--- src/rtl/fxp_divider_pkg.sv ---
// fxp_divider_pkg: shared types and constant helpers for the fixed-point divider.
// Holds the controller state enum, the iteration-count function and the
// signed saturation bounds used when clipping the quotient.
package fxp_divider_pkg;

  typedef enum logic [1:0] {
    IDLE = 2'd0,
    DIV  = 2'd1,
    FIX  = 2'd2,
    DONE = 2'd3
  } div_state_t;

  // Number of restoring steps: every dividend bit plus the appended fraction zeros.
  function automatic int calc_steps(input int a_width, input int in_scale);
    return a_width + in_scale;
  endfunction

  // Largest positive value of a w-bit signed number.
  function automatic longint sat_max_val(input int w);
    return (longint'(1) <<< (w - 1)) - longint'(1);
  endfunction

  // Most negative value of a w-bit signed number.
  function automatic longint sat_min_val(input int w);
    return -(longint'(1) <<< (w - 1));
  endfunction

endpackage

--- src/rtl/fxp_div_step.sv ---
// fxp_div_step: one combinational restoring-division step.
// Ports: i_rem (current remainder), i_bit (next dividend bit), i_div (|divisor|),
//        o_rem (updated remainder), o_qbit (quotient bit produced by this step).
module fxp_div_step #(
  parameter int B_WIDTH = 16
) (
  input  logic [B_WIDTH:0]   i_rem,
  input  logic               i_bit,
  input  logic [B_WIDTH-1:0] i_div,
  output logic [B_WIDTH:0]   o_rem,
  output logic               o_qbit
);

  logic [B_WIDTH:0]   w_shift;
  logic [B_WIDTH+1:0] w_diff;

  // The incoming remainder is always below |b| < 2^B_WIDTH, so its top bit is
  // zero and dropping it on the shift loses nothing.
  assign w_shift = {i_rem[B_WIDTH-1:0], i_bit};
  // One extra bit so the sign of the trial subtraction is visible.
  assign w_diff  = {1'b0, w_shift} - {2'b00, i_div};
  assign o_qbit  = ~w_diff[B_WIDTH+1];
  assign o_rem   = o_qbit ? w_diff[B_WIDTH:0] : w_shift;

endmodule

--- src/rtl/fxp_divider.sv ---
// fxp_divider: sequential signed fixed-point divider, out = (a <<< IN_SCALE) / b,
// one restoring step per clock, saturating, with a divide-by-zero flag.
// Ports: clk/rst (sync, active-high); in_valid/in_ready/a/b operand handshake;
//        out_valid/out_ready/out/overflow/div_by_zero result handshake.
// Option: define FXP_DIVIDER_ROUND_EN for round-half-away-from-zero instead of truncation.
module fxp_divider
  import fxp_divider_pkg::*;
#(
  parameter int A_WIDTH   = 16,
  parameter int B_WIDTH   = 16,
  parameter int OUT_WIDTH = 16,
  parameter int IN_SCALE  = 8
) (
  input  logic                        clk,
  input  logic                        rst,
  input  logic                        in_valid,
  output logic                        in_ready,
  input  logic signed [A_WIDTH-1:0]   a,
  input  logic signed [B_WIDTH-1:0]   b,
  output logic                        out_valid,
  input  logic                        out_ready,
  output logic signed [OUT_WIDTH-1:0] out,
  output logic                        overflow,
  output logic                        div_by_zero
);

  localparam int N  = calc_steps(A_WIDTH, IN_SCALE);
  localparam int CW = $clog2(N + 1);

  localparam logic [OUT_WIDTH-1:0] OUT_MAX = OUT_WIDTH'(sat_max_val(OUT_WIDTH));
  localparam logic [OUT_WIDTH-1:0] OUT_MIN = OUT_WIDTH'(sat_min_val(OUT_WIDTH));
  // Largest quotient magnitudes that still fit for each result sign.
  localparam logic [N:0] POS_LIM = (N+1)'(sat_max_val(OUT_WIDTH));
  localparam logic [N:0] NEG_LIM = (N+1)'(-sat_min_val(OUT_WIDTH));

  div_state_t r_state;
  div_state_t w_next;

  logic [CW-1:0]        r_cnt;
  logic [N-1:0]         r_dvd;
  logic [N-1:0]         r_q;
  logic [B_WIDTH:0]     r_rem;
  logic [B_WIDTH-1:0]   r_absb;
  logic                 r_sign;
  logic                 r_zero;
  logic [OUT_WIDTH-1:0] r_out;
  logic                 r_ovf;
  logic                 r_dbz;

  logic [A_WIDTH-1:0]   w_abs_a;
  logic [B_WIDTH-1:0]   w_abs_b;
  logic [B_WIDTH:0]     w_step_rem;
  logic                 w_step_q;
  logic                 w_round;
  logic [N:0]           w_q_ext;
  logic                 w_clip;
  logic [OUT_WIDTH-1:0] w_fix_out;
  logic                 w_fix_ovf;
  logic                 w_fix_dbz;

  // Two's-complement negation of the most negative value gives the right
  // magnitude when read as unsigned, so the magnitude needs no extra bit.
  assign w_abs_a = a[A_WIDTH-1] ? $unsigned(-a) : $unsigned(a);
  assign w_abs_b = b[B_WIDTH-1] ? $unsigned(-b) : $unsigned(b);

  fxp_div_step #(
    .B_WIDTH (B_WIDTH)
  ) u_step (
    .i_rem  (r_rem),
    .i_bit  (r_dvd[N-1]),
    .i_div  (r_absb),
    .o_rem  (w_step_rem),
    .o_qbit (w_step_q)
  );

  // ---------------- controller ----------------
  always_ff @(posedge clk) begin
    if (rst) r_state <= IDLE;
    else     r_state <= w_next;
  end

  always_comb begin
    w_next    = r_state;
    in_ready  = 1'b0;
    out_valid = 1'b0;
    case (r_state)
      IDLE: begin
        in_ready = 1'b1;
        if (in_valid) w_next = DIV;
      end
      // The counter reaches zero after the last step; one more DIV cycle
      // hands over to FIX, keeping latency fixed at N+2.
      DIV:  if (r_cnt == '0) w_next = FIX;
      FIX:  w_next = DONE;
      DONE: begin
        out_valid = 1'b1;
        if (out_ready) w_next = IDLE;
      end
      default: w_next = IDLE;
    endcase
  end

  // ---------------- rounding / saturation ----------------
`ifdef FXP_DIVIDER_ROUND_EN
  assign w_round = ({r_rem, 1'b0} >= {2'b00, r_absb});
`else
  assign w_round = 1'b0;
`endif

  assign w_q_ext = {1'b0, r_q} + {{N{1'b0}}, w_round};

  always_comb begin
    w_clip    = w_q_ext > (r_sign ? NEG_LIM : POS_LIM);
    w_fix_out = OUT_WIDTH'(r_sign ? -w_q_ext : w_q_ext);
    w_fix_ovf = 1'b0;
    w_fix_dbz = 1'b0;
    // With b == 0 the stored sign is just the sign of a.
    if (r_zero) begin
      w_fix_out = r_sign ? OUT_MIN : OUT_MAX;
      w_fix_dbz = 1'b1;
    end else if (w_clip) begin
      w_fix_out = r_sign ? OUT_MIN : OUT_MAX;
      w_fix_ovf = 1'b1;
    end
  end

  // ---------------- datapath ----------------
  always_ff @(posedge clk) begin
    if (rst) begin
      r_cnt  <= '0;
      r_dvd  <= '0;
      r_q    <= '0;
      r_rem  <= '0;
      r_absb <= '0;
      r_sign <= 1'b0;
      r_zero <= 1'b0;
      r_out  <= '0;
      r_ovf  <= 1'b0;
      r_dbz  <= 1'b0;
    end else begin
      case (r_state)
        IDLE: begin
          if (in_valid) begin
            r_cnt  <= CW'(N);
            r_dvd  <= {w_abs_a, {IN_SCALE{1'b0}}};
            r_q    <= '0;
            r_rem  <= '0;
            r_absb <= w_abs_b;
            r_sign <= a[A_WIDTH-1] ^ b[B_WIDTH-1];
            r_zero <= (b == '0);
          end
        end
        DIV: begin
          if (r_cnt != '0) begin
            r_rem <= w_step_rem;
            r_q   <= {r_q[N-2:0], w_step_q};
            r_dvd <= {r_dvd[N-2:0], 1'b0};
            r_cnt <= r_cnt - CW'(1);
          end
        end
        FIX: begin
          r_out <= w_fix_out;
          r_ovf <= w_fix_ovf;
          r_dbz <= w_fix_dbz;
        end
        default: ;
      endcase
    end
  end

  assign out         = r_out;
  assign overflow    = r_ovf;
  assign div_by_zero = r_dbz;

endmodule

--- config.mk ---
export PLATFORM = sky130hd
export DESIGN_NAME = fxp_divider
export DESIGN_NICKNAME = d
export VERILOG_FILES = /design/src/rtl/fxp_divider_pkg.sv /design/src/rtl/fxp_div_step.sv /design/src/rtl/fxp_divider.sv
export SDC_FILE = /design/constraint.sdc
export NUM_CORES = 1
export LEC_CHECK = 0
export CAP_MARGIN = 20
export CELL_PAD_IN_SITES_DETAIL_PLACEMENT = 1
export CELL_PAD_IN_SITES_GLOBAL_PLACEMENT = 1
export CORE_MARGIN = 10
export CORE_UTILIZATION = 40
export DETAILED_ROUTE_END_ITERATION = 7
export MAX_ROUTING_LAYER = met4
export PLACE_DENSITY = 0.81
export SYNTH_ARGS = -nofsm -noshare
export SYNTH_HDL_FRONTEND = slang
export SYNTH_HIERARCHICAL = 1
export SYNTH_SLANG_ARGS = --single-unit
export TNS_END_PERCENT = 30
--- constraint.sdc ---
create_clock -name clk -period 2.8 [get_ports clk]
set_input_delay 0.7 -clock clk [delete_from_list [all_inputs] [get_ports clk]]
set_output_delay 0.7 -clock clk [all_outputs]
set_load 0.02 [all_outputs]
==> flow_summary.json <==
{
  "slew_headroom": 0.5437,
  "floorplan.initialDensity": 0.4071,
  "grtUsageMet2": 0.2695,
  "r2r_start": "r_dvd[23]$_SDFFE_PP0P_",
  "cts_max_level": 3,
  "cp.required_ns": 3.09,
  "die_w_um": 146.9,
  "port_buffers": 55,
  "hold_violations": 0,
  "critical_path_arrival_ns": 2.94,
  "cts_root_buffer": "clkbuf_16",
  "worstMarginPinSlew_ns": 0.6823,
  "clockBufferDepth": 2,
  "r2r_cells": 12,
  "status": "finished, final reports clean",
  "rows": 46,
  "power_density_nw_per_um2": 799.1,
  "grt_use_total": 0.1681,
  "nets": 946,
  "worstPathMaxFanout": 4,
  "grt_pass1_vias": 6018,
  "wl_per_cell_um": 16.36,
  "cp-start-kind": "flop",
  "cts_tree": "done",
  "fin_setup_tns_ns": 0,
  "fin_crit_ns": 2.646,
  "firstDrtPassIters": 4,
  "wirelength_um": 17810,
  "syn2layout_area_growth_pct": 18.97,
  "core_area_sq_um": 15830,
  "n_antenna_cell": 0,
  "detail_route.iter0.violations": 278,
  "drive_gt1_frac": 0.1065,
  "ant_nets": 0,
  "peakVddDrop_mv": 0.5904,
  "p_int_mw": 3.515,
  "rrSetupSlack_ns": 0.15,
  "fmax_ghz": 0.3780,
  "crit_path_end_kind": "flop",
  "postCtsSetupBuffers": 0,
  "hp-class": "flop to flop",
  "power_mw": 6.126,
  "gr-usage-met3": 0.03163,
  "top_usage_layer": "met2",
  "syn_area_per_cell_sq_um": 7.897,
  "syn_area_sq_um": 6444,
  "hold_start": "r_dvd[9]$_SDFFE_PP0P_",
  "path_class": "flop to flop",
  "drcViolationCount": 0,
  "p_sw_frac": 0.4262,
  "grt_max_degree": 84,
  "rsz0062_at_grt": "false",
  "via_per_inst": 5.473,
  "cts_made_buffers": 9,
  "gp_congestion": 0.8523,
  "fin_crit_sh": 0.9449,
  "postCtsHoldBufs": 0,
  "pwr-share-seq": 0.288,
  "cap_violations": 0,
  "finClkSkew_ns": 0.006728,
  "holdPathStages": 2,
  "netlist_instances": 816,
  "p_clk_frac": 0.208,
  "syn_nets": 894,
  "grt-ovfl-total": 0,
  "setup_violations": 0,
  "num_io_pins": 56,
  "final-max-slew-violation-count": 0,
  "hpwlAfterDp_um": 12970,
  "vias": 5960,
  "clk_pin_slew_worst_paths_ns": 0.07,
  "grt_first_pass_wirelength_um": 29900,
  "regToRegEndpoint": "r_rem[8]$_SDFFE_PP0P_",
  "leakage_nw": 3.061,
  "antenna_found_initial": 0,
  "yosys_warnings": 6,
  "die_y_um": 146.9,
  "clock-sinks": 99,
  "clk_latency_ns": 0.36,
  "switchingPower_mw": 2.611,
  "dieArea_sq_um": 21590,
  "hold_end": "r_dvd[9]$_SDFFE_PP0P_",
  "comb_power_share": 0.504,
  "grtUsageMet1": 0.2129
}
==> placed cells by master (no fill, tap or decap), drive strengths merged, types with 5 or more instances in the layout <==
| cell | count |
|---|---|
| o41ai | 6 |
| nand2 | 117 |
| buf | 39 |
| o221ai | 10 |
| nor3 | 9 |
| clkdlybuf4s50 | 54 |
| o31ai | 16 |
| nor4 | 5 |
| ha | 41 |
| or4 | 7 |
| o21ai | 35 |
| a21o | 12 |
| a21oi | 81 |
| nand3 | 54 |
| clkbuf | 12 |
| nor2 | 50 |
| dfxtp | 99 |
| mux2i | 5 |
| inv | 47 |
| xor2 | 27 |
| o211ai | 6 |
| xnor2 | 22 |
| or3 | 5 |
| nor2b | 5 |
| a211oi | 22 |
| mux2 | 13 |
| nand2b | 15 |
==> stage by stage <==
| stage | worst slack, ns | hold slack (ns) | std cells | utilization | area, sq um |
|---|---|---|---|---|---|
| CTS | 0.08286 | 0.4581 | 1089 | 0.4840 | 7660 |
| detailed placement | -0.1288 | 0.4485 | 1073 | 0.4648 | 7357 |
| global route | 0.005565 | 0.4781 | 1089 | 0.4843 | 7666 |
| global placement | -0.02059 | 0.4368 | 1073 | 0.4648 | 7357 |
| finish | 0.1543 | 0.4544 | 1089 | 0.4843 | 7666 |
| floorplan | 0.1174 | 0.4263 | 816 | - | 6444 |
==> critical path, cell delays in order, from the launching register on <==
cell and delay, ns:
dfxtp_1 0.33, inv_1 0.07, ha_1 0.18, inv_1 0.07
fa_2 0.35, a21o_1 0.20, and4_1 0.25, o21a_1 0.20
or4_1 0.39, o311ai_0 0.12, mux2_4 0.21, nand3_1 0.07
a21oi_1 0.16
==> cell type report <==
cell class	count	area [sq um]
tap	216	270.3
fill	1933	8162
timing repair buffer	93	870.8
sequential	99	1983
inverter	46	175.2
clock buffer	12	246.5
clock inverter	4	48.80
multi-input combinational	619	4071
==> worst max path at each step <==
| stage | start | end | slack (ns) | depth (start not counted) |
|---|---|---|---|---|
| global route | r_sign$_SDFFE_PP0P_ | out[0]$_SDFFE_PP0P_ | 0.006 | 9 |
| CTS | r_dvd[23]$_SDFFE_PP0P_ | r_rem[8]$_SDFFE_PP0P_ | 0.08 | 12 |
| floorplan | r_sign$_SDFFE_PP0P_ | out[10]$_SDFFE_PP0P_ | 0.12 | 10 |
| detailed placement | a[4] | r_dvd[17]$_SDFFE_PP0P_ | -0.13 | 8 |
| finish | r_dvd[23]$_SDFFE_PP0P_ | r_rem[8]$_SDFFE_PP0P_ | 0.15 | 12 |
| global placement | a[4] | r_dvd[17]$_SDFFE_PP0P_ | -0.02 | 8 |
==> power groups by stage <==
stage	registers [mW]	logic, mW	clock network (mW)
global route	1.79	3.42	1.37
finish	1.76	3.09	1.27
detailed placement	1.79	3.06	0
global placement	1.78	2.98	0
floorplan	1.76	2.21	0
CTS	1.76	3.10	1.31
==> per-layer routing <==
layer / vias up / part of all wire / wire length [um]
met5: - / 0 / 0
met4: 0 / 0.011 / 204
met3: 14 / 0.032 / 574
met2: 95 / 0.47 / 8341
met1: 2848 / 0.49 / 8693
li1: 3003 / - / -
==> state kept, by name, summed over array words and instances (netlist names), 2 cells and up <==
| name | flops |
|---|---|
| r_rem | 16 |
| r_dvd | 16 |
| r_cnt | 5 |
| r_state | 2 |
| r_q | 24 |
| out | 16 |
| r_absb | 16 |
==> what timing repair did <==
| item | CTS | global route |
|---|---|---|
| resized for setup | 1 | 4 |
| pin swaps | 0 | 0 |
| setup endpoints to repair | 3 | 20 |
Power figures use the tool's default switching activity.
